==> src/rtl/ap_mem_pkg.sv <==
// Shared definitions between the data cache and its DDR arbiter:
// state codes, requester identities and burst-length helpers.
package ap_mem_pkg;

    // The cache decodes MEM_WRITE_DATA_STORE to gate its store counter.
    typedef enum logic [3:0] {
        IDLE                 = 4'd0,
        MEM_READ_DATA        = 4'd2,
        MEM_READ_JMP         = 4'd3,
        MEM_WRITE_DATA_STORE = 4'd9,
        RELEASE              = 4'd10
    } mem_state_e;

    typedef enum logic [1:0] {
        REQ_NONE  = 2'd0,
        REQ_STORE = 2'd1,
        REQ_JMP   = 2'd2,
        REQ_FILL  = 2'd3
    } requester_e;

    localparam int unsigned BURST_LEN_WIDTH = 10;
    localparam logic [BURST_LEN_WIDTH-1:0] JMP_BURST_LEN = 10'd1;
    localparam logic [BURST_LEN_WIDTH-1:0] RD_CNT_MAX = '1;

    // A fill carries one guard beat: the cache leaves fill once its count exceeds the depth.
    function automatic logic [BURST_LEN_WIDTH-1:0] fill_burst_len(input int unsigned depth);
        return BURST_LEN_WIDTH'(depth + 1);
    endfunction

    function automatic logic [BURST_LEN_WIDTH-1:0] store_burst_len(input int unsigned depth);
        return BURST_LEN_WIDTH'(depth);
    endfunction

endpackage

==> src/rtl/ap_burst_watchdog.sv <==
// Per-burst timeout counter: counts enabled cycles and pulses expire on the
// cycle the count would reach TIMEOUT_CYCLES.
module ap_burst_watchdog #(
    parameter int unsigned TIMEOUT_CYCLES = 1024
) (
    input  logic clk,
    input  logic rst,
    input  logic en,
    input  logic clr,
    output logic expire
);

    localparam int unsigned CNT_WIDTH = $clog2(TIMEOUT_CYCLES + 1);

    logic [CNT_WIDTH-1:0] cnt;

    assign expire = en && (cnt == CNT_WIDTH'(TIMEOUT_CYCLES - 1));

    always_ff @(posedge clk or negedge rst) begin
        if (!rst) begin
            cnt <= '0;
        end else if (clr || !en) begin
            cnt <= '0;
        end else if (!expire) begin
            cnt <= cnt + 1'b1;
        end
    end

endmodule

==> src/rtl/ap_ddr_arbiter.sv <==
// Arbitrates the data cache's store, jump-fetch and line-fill requests onto a
// single burst DDR user interface and returns beats in the cache's format.
module ap_ddr_arbiter
    import ap_mem_pkg::*;
#(
    parameter int unsigned DATA_WIDTH       = 16,
    parameter int unsigned MEM_DATA_WIDTH   = 32,
    parameter int unsigned DDR_ADDR_WIDTH   = 28,
    parameter int unsigned DATA_CACHE_DEPTH = 16,
    parameter int unsigned TIMEOUT_CYCLES   = 1024
) (
    input  logic                      clk,
    input  logic                      rst,
    input  logic                      DATA_read_req,
    input  logic                      DATA_store_req,
    input  logic                      JMP_ADDR_read_req,
    input  logic [DDR_ADDR_WIDTH-1:0] DATA_read_addr,
    input  logic [DDR_ADDR_WIDTH-1:0] DATA_write_addr,
    input  logic [DATA_WIDTH-1:0]     DATA_to_ddr,
    input  logic                      data_to_ddr_rdy,
    output logic [DATA_WIDTH-1:0]     DATA_to_cache,
    output logic [DDR_ADDR_WIDTH-1:0] JMP_ADDR_to_cache,
    output logic [9:0]                rd_cnt_data,
    output logic                      rd_burst_data_valid,
    output logic                      wr_burst_data_req,
    output logic [3:0]                state_interface_module,
    output logic                      arb_err,
    output logic                      rd_burst_req,
    output logic                      wr_burst_req,
    output logic [9:0]                rd_burst_len,
    output logic [9:0]                wr_burst_len,
    output logic [DDR_ADDR_WIDTH-1:0] rd_burst_addr,
    output logic [DDR_ADDR_WIDTH-1:0] wr_burst_addr,
    input  logic [MEM_DATA_WIDTH-1:0] rd_burst_data,
    input  logic                      rd_burst_data_valid_ddr,
    input  logic                      rd_burst_finish,
    input  logic                      wr_burst_finish,
    input  logic                      wr_burst_data_req_ddr,
    output logic [MEM_DATA_WIDTH-1:0] wr_burst_data
);

    mem_state_e state, state_nxt;
    requester_e grant, grant_nxt;
    logic       in_read, in_write, expire, granted_active;
    logic       unused_rd_hi;

    assign in_read  = (state == MEM_READ_DATA) || (state == MEM_READ_JMP);
    assign in_write = (state == MEM_WRITE_DATA_STORE);
    assign state_interface_module = state;
    assign unused_rd_hi = ^{1'b0, rd_burst_data};

    ap_burst_watchdog #(.TIMEOUT_CYCLES(TIMEOUT_CYCLES)) u_watchdog (
        .clk    (clk),
        .rst    (rst),
        .en     (in_read || in_write),
        .clr    (state == IDLE),
        .expire (expire)
    );

    always_comb begin
        granted_active = 1'b0;
        case (grant)
            REQ_STORE: granted_active = DATA_store_req;
            REQ_JMP:   granted_active = JMP_ADDR_read_req;
            REQ_FILL:  granted_active = DATA_read_req;
            default:   granted_active = 1'b0;
        endcase
    end

    always_comb begin
        state_nxt = state;
        grant_nxt = grant;
        case (state)
            IDLE: begin
                if (DATA_store_req) begin
                    state_nxt = MEM_WRITE_DATA_STORE;
                    grant_nxt = REQ_STORE;
                end else if (JMP_ADDR_read_req) begin
                    state_nxt = MEM_READ_JMP;
                    grant_nxt = REQ_JMP;
                end else if (DATA_read_req) begin
                    state_nxt = MEM_READ_DATA;
                    grant_nxt = REQ_FILL;
                end
            end
            MEM_READ_DATA, MEM_READ_JMP: begin
                if (rd_burst_finish || expire) state_nxt = RELEASE;
            end
            MEM_WRITE_DATA_STORE: begin
                if (wr_burst_finish || expire) state_nxt = RELEASE;
            end
            RELEASE: begin
                if (!granted_active) begin
                    state_nxt = IDLE;
                    grant_nxt = REQ_NONE;
                end
            end
            default: begin
                state_nxt = IDLE;
                grant_nxt = REQ_NONE;
            end
        endcase
    end

    always_ff @(posedge clk or negedge rst) begin
        if (!rst) begin
            state <= IDLE;
            grant <= REQ_NONE;
        end else begin
            state <= state_nxt;
            grant <= grant_nxt;
        end
    end

    // Burst requests follow the next state, so they drop on the edge that sees finish or expiry.
    always_ff @(posedge clk or negedge rst) begin
        if (!rst) begin
            rd_burst_req        <= 1'b0;
            wr_burst_req        <= 1'b0;
            rd_burst_len        <= '0;
            wr_burst_len        <= '0;
            rd_burst_addr       <= '0;
            wr_burst_addr       <= '0;
            rd_burst_data_valid <= 1'b0;
            DATA_to_cache       <= '0;
            JMP_ADDR_to_cache   <= '0;
            rd_cnt_data         <= '0;
            arb_err             <= 1'b0;
        end else begin
            rd_burst_req        <= (state_nxt == MEM_READ_DATA) || (state_nxt == MEM_READ_JMP);
            wr_burst_req        <= (state_nxt == MEM_WRITE_DATA_STORE);
            rd_burst_data_valid <= in_read && rd_burst_data_valid_ddr;

            if (state == IDLE) begin
                if (state_nxt == MEM_READ_DATA) begin
                    rd_burst_addr <= DATA_read_addr;
                    rd_burst_len  <= fill_burst_len(DATA_CACHE_DEPTH);
                end else if (state_nxt == MEM_READ_JMP) begin
                    rd_burst_addr <= DATA_read_addr;
                    rd_burst_len  <= JMP_BURST_LEN;
                end else if (state_nxt == MEM_WRITE_DATA_STORE) begin
                    wr_burst_addr <= DATA_write_addr;
                    wr_burst_len  <= store_burst_len(DATA_CACHE_DEPTH);
                end
            end

            if (in_read && rd_burst_data_valid_ddr) begin
                DATA_to_cache <= rd_burst_data[DATA_WIDTH-1:0];
                if (state == MEM_READ_JMP) JMP_ADDR_to_cache <= rd_burst_data[DDR_ADDR_WIDTH-1:0];
                if (rd_cnt_data != RD_CNT_MAX) rd_cnt_data <= rd_cnt_data + 1'b1;
            end else if (state == RELEASE && state_nxt == IDLE) begin
                rd_cnt_data <= '0;
            end

            if (expire || (in_write && wr_burst_data_req_ddr && !data_to_ddr_rdy)) arb_err <= 1'b1;
        end
    end

    assign wr_burst_data_req = in_write && wr_burst_data_req_ddr;
    assign wr_burst_data     = (in_write && data_to_ddr_rdy) ? MEM_DATA_WIDTH'(DATA_to_ddr) : '0;

endmodule

==> config.mk <==
export PLATFORM = sky130hd
export DESIGN_NAME = ap_ddr_arbiter
export DESIGN_NICKNAME = d
export VERILOG_FILES = /design/src/rtl/ap_mem_pkg.sv /design/src/rtl/ap_burst_watchdog.sv /design/src/rtl/ap_ddr_arbiter.sv
export SDC_FILE = /design/constraint.sdc
export NUM_CORES = 1
export LEC_CHECK = 0
export BUFFER_PORTS_ARGS = -buffer_cell sky130_fd_sc_hd__buf_2
export CAP_MARGIN = 20
export CORE_MARGIN = 2
export CORE_UTILIZATION = 45
export CTS_BUF_LIST = sky130_fd_sc_hd__clkbuf_8
export DETAILED_ROUTE_END_ITERATION = 7
export PLACE_DENSITY = 0.88
export SLEW_MARGIN = 10
export SYNTH_ARGS = -nofsm -noshare
export SYNTH_HDL_FRONTEND = slang
export SYNTH_SLANG_ARGS = --single-unit
==> constraint.sdc <==
create_clock -name clk -period 2.39 [get_ports clk]
set_input_delay 0.3585 -clock clk [delete_from_list [all_inputs] [get_ports clk]]
set_output_delay 0.3585 -clock clk [all_outputs]
set_load 0.02 [all_outputs]
==> run metrics, run 1 <==
worst reg2reg path startpoint rd_cnt_data[0]; Max-cap violations 0; post-CTS sizing 0; Final period util 94.7%; final antenna-violating net count 0; initial antenna violation count 0; TritonCTS clock tree yes; die width 118 um; worst hold path type in2reg; Most used DFF post-synth dfrtp_1; die area approximately 0.014 mm^2; DR vias 4537; FP Rows between 40 and 50; Yosys top cell area share between 50% and 60%; CP Capture Type primary output; WP data arrival between 1.5 and 2 ns; gr busiest metal met2; crit path from state_interface_module[1]; first-pass GRT wire length around 22 mm; r2r setup slk around 0.41 ns; Antenna diodes 0; met3 usage 6.59%; Crit path top cell by count buf_4; 1st-iter DRT viols between 300 and 400; Cell Area, Placed 0.00722 mm^2; largest area contributor in the netlist dfrtp_1; Top-Level Pins about 290; vias in the first global route 4420; nets@finish 860; Total Routing Usage GR about 20%; Cell Pwr Density between 1000 and 1500 mW/mm^2; DRT Wirelength between 10 and 15 mm; deepest clock path buffer count 2; residual DRC count 0; CTS H-Tree Depth 4; height of the die 118 um; CP Max Fanout 18; Place WS 0.404 ns; fin. max-slew vios 0; CP startpoint kind flop; status finished, final reports clean; Worst Setup EP wr_burst_data[4]; largest net degree at the start of global routing 65; Buf/Inv on CP 3; distinct cell type count after synthesis 56; DR vias/cell between 4 and 5; postcts setup bufs 0; Leakage Power between 0.004 and 0.005 uW; r2r endpoint rd_cnt_data[0]; crit-path leading delay family buffers and inverters; FF+latch count, synth 134; Clock Pin Slew Worst Setup and Hold Paths about 0.080 ns; Slew HR ~60%; final hold vios 0; crit path cell chain buf_4 -> nand2b_1 -> nor3b_2 -> buf_4 -> and3_1 -> buf_2; VDD IR max ~0.50 mV; R2R depth 5; final setup vio count 0; detailed placement HPWL around 10 mm; WL/cell 14.8 um; CP Depth 6; TNS Setup 0 ns; Overflow after GRT 0; CP peak stage delay a little over 0.4 ns; I/O Buffers approximately 250; met2 usage between 30% and 40%; clock latency on the worst-skew pair 0.44 ns; cell area after synthesis between 0.005 and 0.006 mm^2; fin area approximately 0.0077 mm^2; Num CTS Buffers 17; Initial Util 46.2%; WP data required 2.03 ns; slowest CP cell dfrtp_1; Syn. warnings 0; RSZ-0062 raised after global routing no; router iterations before antenna repair 4; Post-Syn Instances just under 500; critical path class reg2out; Sink Count 134; Synth Area per Inst around 12 um^2; GRT met1 Usage 23.0%; f_max about 440 MHz; proportion of synthesized chip area in sequential cells about 57%; Slew @ Worst Pin between 0.5 and 0.6 ns; Area Growth Syn to Fin 31.2%; clk_skew 0.0119 ns; # fillers roughly 1.0k; Area contributors post-synth dfrtp_1, mux2_2, buf_4; Core Util, Final around three fifths; final period demand of the worst path 2.26 ns; Async S/R FF share, synth 100%; layout cell share with drive strength beyond 1 50.6%; Min Hold Slack 0.128 ns; Post-synth EDFFs 0; CTS root buf clkbuf_8; GP Congestion ~0.76; worst setup margin 0.126 ns; CORE AREA 0.0127 mm^2
==> metrics by stage <==
| stage | power (uW) | cells |
|---|---|---|
| 2_1_floorplan | 5750 | 514 |
| 3_3_place_gp | 6900 | 896 |
| 3_5_place_dp | 7060 | 896 |
| 4_1_cts | 9170 | 929 |
| 5_1_grt | 9570 | 929 |
| 6_report | 9060 | 929 |
==> worst register-to-register path, stage by stage (launching register included) <==
cell	delay [ns]
dfrtp_1	0.42
ha_1	0.23
nand3_1	0.20
o31a_1	0.44
a21oi_1	0.40
mux2_2	0.24
==> per-layer routing <==
metal	wire [um]	up-vias	part of all wire, %
li1	-	2151	-
met1	5530	2188	40
met2	7230	186	53
met3	878	12	6.4
met4	115	0	0.84
met5	0	-	0
==> sequential cells by signal (all words and copies together) (netlist names) <==
name and cells:
wr_burst_len 1, rd_burst_addr 28, rd_burst_len 2, u_watchdog.cnt 11
JMP_ADDR_to_cache 28, rd_cnt_data 10, rd_burst_data_valid 1, wr_burst_req 1
DATA_to_cache 16, state_interface_module 4, grant 2, wr_burst_addr 28
arb_err 1, rd_burst_req 1
==> cells in the final DEF, fill, tap and decap left out, types with 8 or more instances in the layout <==
cell | Yosys | routed
a21oi_1 | 11 | 11
and3_1 | 22 | 22
buf_2 | 5 | 246
buf_4 | 33 | 13
clkbuf_8 | 0 | 20
conb_1 | 1 | 34
dfrtp_1 | 134 | 134
mux2_2 | 84 | 84
nand2_1 | 61 | 61
nand3_1 | 8 | 8
nor2_1 | 20 | 20
o21ai_0 | 8 | 8
==> report_power, final <==
part           internal [uW]  switching, uW  total (uW)
sequential              3140            442        3580
combinational           1350           2050        3400
clock                   1220            866        2090
total                   5700           3360        9060
==> repair_timing <==
action | 4_1_cts | 5_1_grt
hold endpoints to repair | 61 | 0
endpoints found under the setup margin | 0 | 0
hold buffers | 1 | 0
==> logic make-up (layout without fill, tap and decap cells) <==
group | count (synthesis) | in the layout | synth area share (%)
xor+xnor | 4 | 4 | 0.599
mux | 86 | 86 | 16.5
compound gates | 48 | 48 | 5.54
simple gates | 150 | 150 | 13.2
buf+inv | 56 | 299 | 6.33
flops | 134 | 134 | 57.3
other cells | 1 | 34 | 0.0641
fa+ha+maj | 2 | 2 | 0.427
==> cell usage after synthesis (all sizes together) (3+ instances only) <==
cell and n:
nor3 7, buf 43, or4 4, nor3b 3, o31ai 3, a31oi 5, nand2b 3, a21oi 11
mux2 86, nand4 3, clkbuf 9, xnor2 3, nand2 61, nand3b 4, and3 22, nor2 20
nand3 8, dfrtp 134, inv 3, a211o 4, o21ai 8
==> layout make-up <==
type                    instances  area [um^2]  share of cell area, %
flip-flops and latches        134         3350                   43.7
multi-input cells             324         2250                   29.4
repair buffers                263         1390                   18.1
clock buffers                  20          275                   3.58
well taps                     172          215                   2.80
clock inverters                12          176                   2.30
inverters                       4         15.0                  0.196
==> how the worst min path moves through the flow <==
stage	from	end	slack [ns]	depth (start not counted)
6_report	rd_burst_data[1]	DATA_to_cache[1]	0.13	3
5_1_grt	DATA_read_addr[15]	rd_burst_addr[15]	0.11	2
4_1_cts	rd_burst_data[1]	DATA_to_cache[1]	0.09	3
3_5_place_dp	rst	wr_burst_addr[20]	0.38	1
3_3_place_gp	rst	wr_burst_addr[20]	0.39	1
2_1_floorplan	rst	DATA_to_cache[0]	0.06	0
Note: power is estimated with default switching activity, not from simulation.
==> inputs of run 2 (changes only) <==
RECOVER_POWER = 50   (was default)
==> run metrics, run 2 (synthesized netlist as in run 1, its figures left out) <==
r2r endpoint JMP_ADDR_to_cache[3]; f_max 441 MHz; CP Max Fanout 18; Overflow after GRT 0; WL/cell between 10 and 15 um; clock latency on the worst-skew pair between 0.4 and 0.5 ns; deepest clock path buffer count 2; die width roughly 120 um; TNS Setup 0 ns; Clock Pin Slew Worst Setup and Hold Paths roughly 0.080 ns; Crit path top cell by count buf_4; critical path class reg2out; clk_skew 0.0146 ns; fin. max-slew vios between 60 and 70; final antenna-violating net count 0; Multi-input gate area around 0.0023 mm^2; CORE AREA 0.0127 mm^2; Core Util, Final about 60%; crit path cell chain buf_4 -> nand2b_1 -> nor3b_2 -> buf_4 -> and3_1 -> buf_2; R2R depth 6; router iterations before antenna repair 6; Min Hold Slack roughly 0.13 ns; final period demand of the worst path 2.27 ns; DR vias/cell 4.88; DRT Wirelength between 10 and 15 mm; VDD IR max between 0.5 and 0.6 mV; Final period util between 90% and 100%; hold path depth 3; CP Capture Type primary output; vias in the first global route 4420; final hold vios 0; Area Growth Syn to Fin 29.6%; fin area 0.00759 mm^2; Top-Level Pins ~290; WP data arrival ~1.9 ns; Slew @ Worst Pin about 1.6 ns; worst hold path type in2reg; worst reg2reg path startpoint state_interface_module[2]; I/O Buffers 247; Cell Pwr Density 1180 mW/mm^2; commonest non-fill, non-tap cells in the layout buf_2, dfrtp_1, mux2_2; CP startpoint kind flop; status complete, but fails checks; CP peak stage delay between 0.4 and 0.5 ns; # fillers roughly 1.1k; WHS Endpoint DATA_to_cache[1]; largest net degree at the start of global routing 65; Slew HR -3.78%; Largest regs JMP_ADDR_to_cache (28), rd_burst_addr (28), wr_burst_addr (28); first-pass GRT wire length roughly 22 mm; crit-path leading delay family buffers and inverters; HP Start rd_burst_data[1]; RSZ-0062 raised after global routing no; die area ~0.014 mm^2; Max-cap violations 1; TritonCTS clock tree yes; Cell Area, Placed 0.00722 mm^2; slowest CP cell dfrtp_1; most common cell after layout, fill and taps aside buf_2; DR vias approximately 4.5k; Leakage Power around 0.004 uW; CTS root buf clkbuf_8; 1st-iter DRT viols between 200 and 300; layout cell share with drive strength beyond 1 ~44%; residual DRC count 0; Initial Util between 40% and 50%; violated checks max-capacitance violations, max-slew violations; detailed placement HPWL approximately 10 mm; WP data required 2.03 ns; nets@finish 860; register area roughly 0.0034 mm^2; initial antenna violation count 0; Buf/Inv on CP 3; Num CTS Buffers 17; r2r setup slk about 0.31 ns; height of the die roughly 120 um; FP Rows between 40 and 50; final setup vio count 0; CTS H-Tree Depth 4; Sink Count approximately 130; Total Routing Usage GR slightly below 20%; Antenna diodes 0; GP Congestion around 0.76
run 2: worst max-delay path by stage:
stage | slack [ns] | depth (start not counted) | endpoint | startpoint
after CTS | 0.09 | 6 | wr_burst_data[4] | state_interface_module[1]
after global routing | 0.005 | 6 | wr_burst_data[10] | state_interface_module[1]
final | 0.12 | 6 | wr_burst_data[4] | state_interface_module[1]
after detailed placement | 0.40 | 5 | rd_cnt_data[0] | rd_cnt_data[0]
after global placement | 0.47 | 4 | rd_burst_addr[9] | state_interface_module[0]
after floorplan | 0.35 | 5 | rd_burst_addr[0] | state_interface_module[0]
run 2: cell type report:
type,count,area share (%)
inverters,4,0.198
well taps,172,2.84
multi-input cells,324,29.7
clock inverters,12,2.32
repair buffers,263,17.1
clock buffers,20,3.63
flip-flops and latches,134,44.2
run 2: worst min-delay path, stage by stage:
cell and delay, ns:
buf_2 0.09, nand2_1 0.04, nand2_1 0.04
run 2: metal layers:
metal / vias to the layer above / GRT usage [%] / share of wire, %
li1: 2146 / - / -
met1: 2186 / 23.0 / 40
met2: 194 / 35.3 / 52
met3: 12 / 6.59 / 7.1
met4: 0 / 4.52 / 0.88
met5: - / 0 / 0
run 2: per-stage QoR:
stage	power (uW)	cells	setup slack [ns]
after global routing	9470	929	0.00470
after global placement	6900	896	0.466
after floorplan	5750	514	0.354
final	8970	929	0.122
after detailed placement	7060	896	0.404
after CTS	9170	929	0.0862
run 2: power by group:
group / leakage (uW) / switching [uW] / internal (uW) / total [uW]
combinational: 0.00203 / 2060 / 1230 / 3290
clock: 0.000224 / 870 / 1220 / 2090
sequential: 0.00168 / 459 / 3140 / 3600
total: 0.00394 / 3390 / 5590 / 8970
run 2: timing repair:
action	in CTS	in global routing
hold buffers	1	0
buffers inserted	0	0
endpoints found under the hold margin	61	0
gates resized for setup	0	0
==> inputs of run 3 (changes only) <==
RECOVER_POWER = 25   (was 50)
==> run metrics, run 3 (synthesized netlist as in run 1, its figures left out) <==
CORE AREA roughly 0.013 mm^2; Max-cap violations 1; detailed placement HPWL 10.3 mm; hold path depth 3; TritonCTS clock tree yes; GP Congestion about 0.76; postcts setup bufs 0; slowest CP cell dfrtp_1; WL/cell ~15 um; combinational power share approximately 38%; r2r endpoint JMP_ADDR_to_cache[3]; most common cell after layout, fill and taps aside buf_2; deepest clock path buffer count 2; CP peak stage delay ~0.41 ns; worst setup margin around 0.12 ns; CP Depth 6; Clock Pin Slew Worst Setup and Hold Paths 0.08 ns; Initial Util roughly 46%; status complete, but fails checks; Leakage Power just over 0.004 uW; Place WS around 0.40 ns; WHS Endpoint DATA_to_cache[1]; first-pass GRT wire length 21.9 mm; Internal Power roughly 5700 uW; 1st-iter DRT viols between 300 and 400; worst reg2reg path startpoint state_interface_module[2]; final period demand of the worst path between 2 and 2.5 ns; r2r setup slk 0.29 ns; final setup vio count 0; crit path cell chain buf_4 -> nand2b_1 -> nor3b_2 -> buf_4 -> and3_1 -> buf_2; residual DRC count 0; Crit path top cell by count buf_4; final antenna-violating net count 0; Final period util 94.8%; R2R depth 6; nets@finish 860; fin area 0.00765 mm^2; Num CTS Buffers 17; TNS Setup 0 ns; die area ~0.014 mm^2; Largest regs JMP_ADDR_to_cache (28), rd_burst_addr (28), wr_burst_addr (28); Top-Level Pins between 200 and 300; die width about 120 um; VDD IR max a little over 0.5 mV; initial antenna violation count 0; Antenna diodes 0; Area Growth Syn to Fin 30.7%; Total Routing Usage GR 19.8%; clock latency on the worst-skew pair 0.44 ns; final hold vios 0; CP Max Fanout 18; WP data arrival about 1.9 ns; CP startpoint kind flop; Cell Pwr Density approximately 1200 mW/mm^2; RSZ-0062 raised after global routing no; Sw Pwr ~3400 uW; Min Hold Slack roughly 0.13 ns; height of the die roughly 120 um; largest net degree at the start of global routing 65; critical path class reg2out; Sink Count between 100 and 150; CTS H-Tree Depth 4; sw frac a little under two fifths; Cell Area, Placed around 0.0072 mm^2; clk_skew 0.0148 ns; DRT Wirelength approximately 14 mm; HP Start rd_burst_data[1]; Buf/Inv on CP 3; worst hold path type in2reg; Reg power frac between 30 and 40%; Slew HR -3.84%; FP Rows 41; CP Capture Type primary output; DR vias/cell approximately 4.9; f_max between 400 and 500 MHz; CTS root buf clkbuf_8; violated checks max-capacitance violations, max-slew violations; router iterations before antenna repair 4; crit-path leading delay family buffers and inverters; Core Util, Final about three fifths; clock network power share roughly 23%; vias in the first global route between 4k and 5k; I/O Buffers between 200 and 250; WP data required roughly 2.0 ns; DR vias roughly 4.5k; layout cell share with drive strength beyond 1 between 50% and 60%; commonest non-fill, non-tap cells in the layout buf_2, dfrtp_1, mux2_2; fin. max-slew vios 65; Slew @ Worst Pin around 1.6 ns; Overflow after GRT 0
## run 3: worst max-delay path by stage
stage	from	end	slack, ns
CTS	state_interface_module[1]	wr_burst_data[4]	0.09
finish	state_interface_module[1]	wr_burst_data[4]	0.12
global placement	state_interface_module[0]	rd_burst_addr[9]	0.47
detailed placement	rd_cnt_data[0]	rd_cnt_data[0]	0.40
floorplan	state_interface_module[0]	rd_burst_addr[0]	0.35
global route	state_interface_module[1]	wr_burst_data[10]	0.005
## run 3: cell type report
type,count,area [um^2]
multi-input combinational,324,2250
clock inverter,12,176
sequential,134,3350
inverter,4,15.0
fill,1055,5020
clock buffer,20,275
tap,172,215
timing repair buffer,263,1360
## run 3: metrics by stage
step                power (uW)  instances
floorplan                 5750        514
global placement          6900        896
detailed placement        7060        896
CTS                       9170        929
global route              9570        929
finish                    9060        929
## run 3: power by group through the flow
stage          Combinational, uW  Sequential [uW]  Clock [uW]
2_1_floorplan               1060             4700           0
3_3_place_gp                3350             3550           0
3_5_place_dp                3440             3630           0
4_1_cts                     3450             3580        2140
5_1_grt                     3620             3700        2250
6_report                    3390             3580        2090
## run 3: worst register-to-register path, delay by kind of cell (launching register included)
| family | cells | cell delay [ns] |
|---|---|---|
| buf+inv | 3 | 0.87 |
| simple gates | 2 | 0.34 |
| flops | 1 | 0.41 |
| mux | 1 | 0.36 |
## run 3: per-layer routing
metal / GRT usage, % / routed length (um) / vias to the layer above
li1: - / - / 2149
met5: 0 / 0 / -
met4: 4.52 / 127 / 0
met3: 6.59 / 965 / 14
met1: 23.0 / 5500 / 2183
met2: 35.3 / 7140 / 190
## run 3: what timing repair did
item / 4_1_cts / 5_1_grt
hold endpoints to repair: 61 / 0
hold buffers: 1 / 0
gates resized for setup: 0 / 0
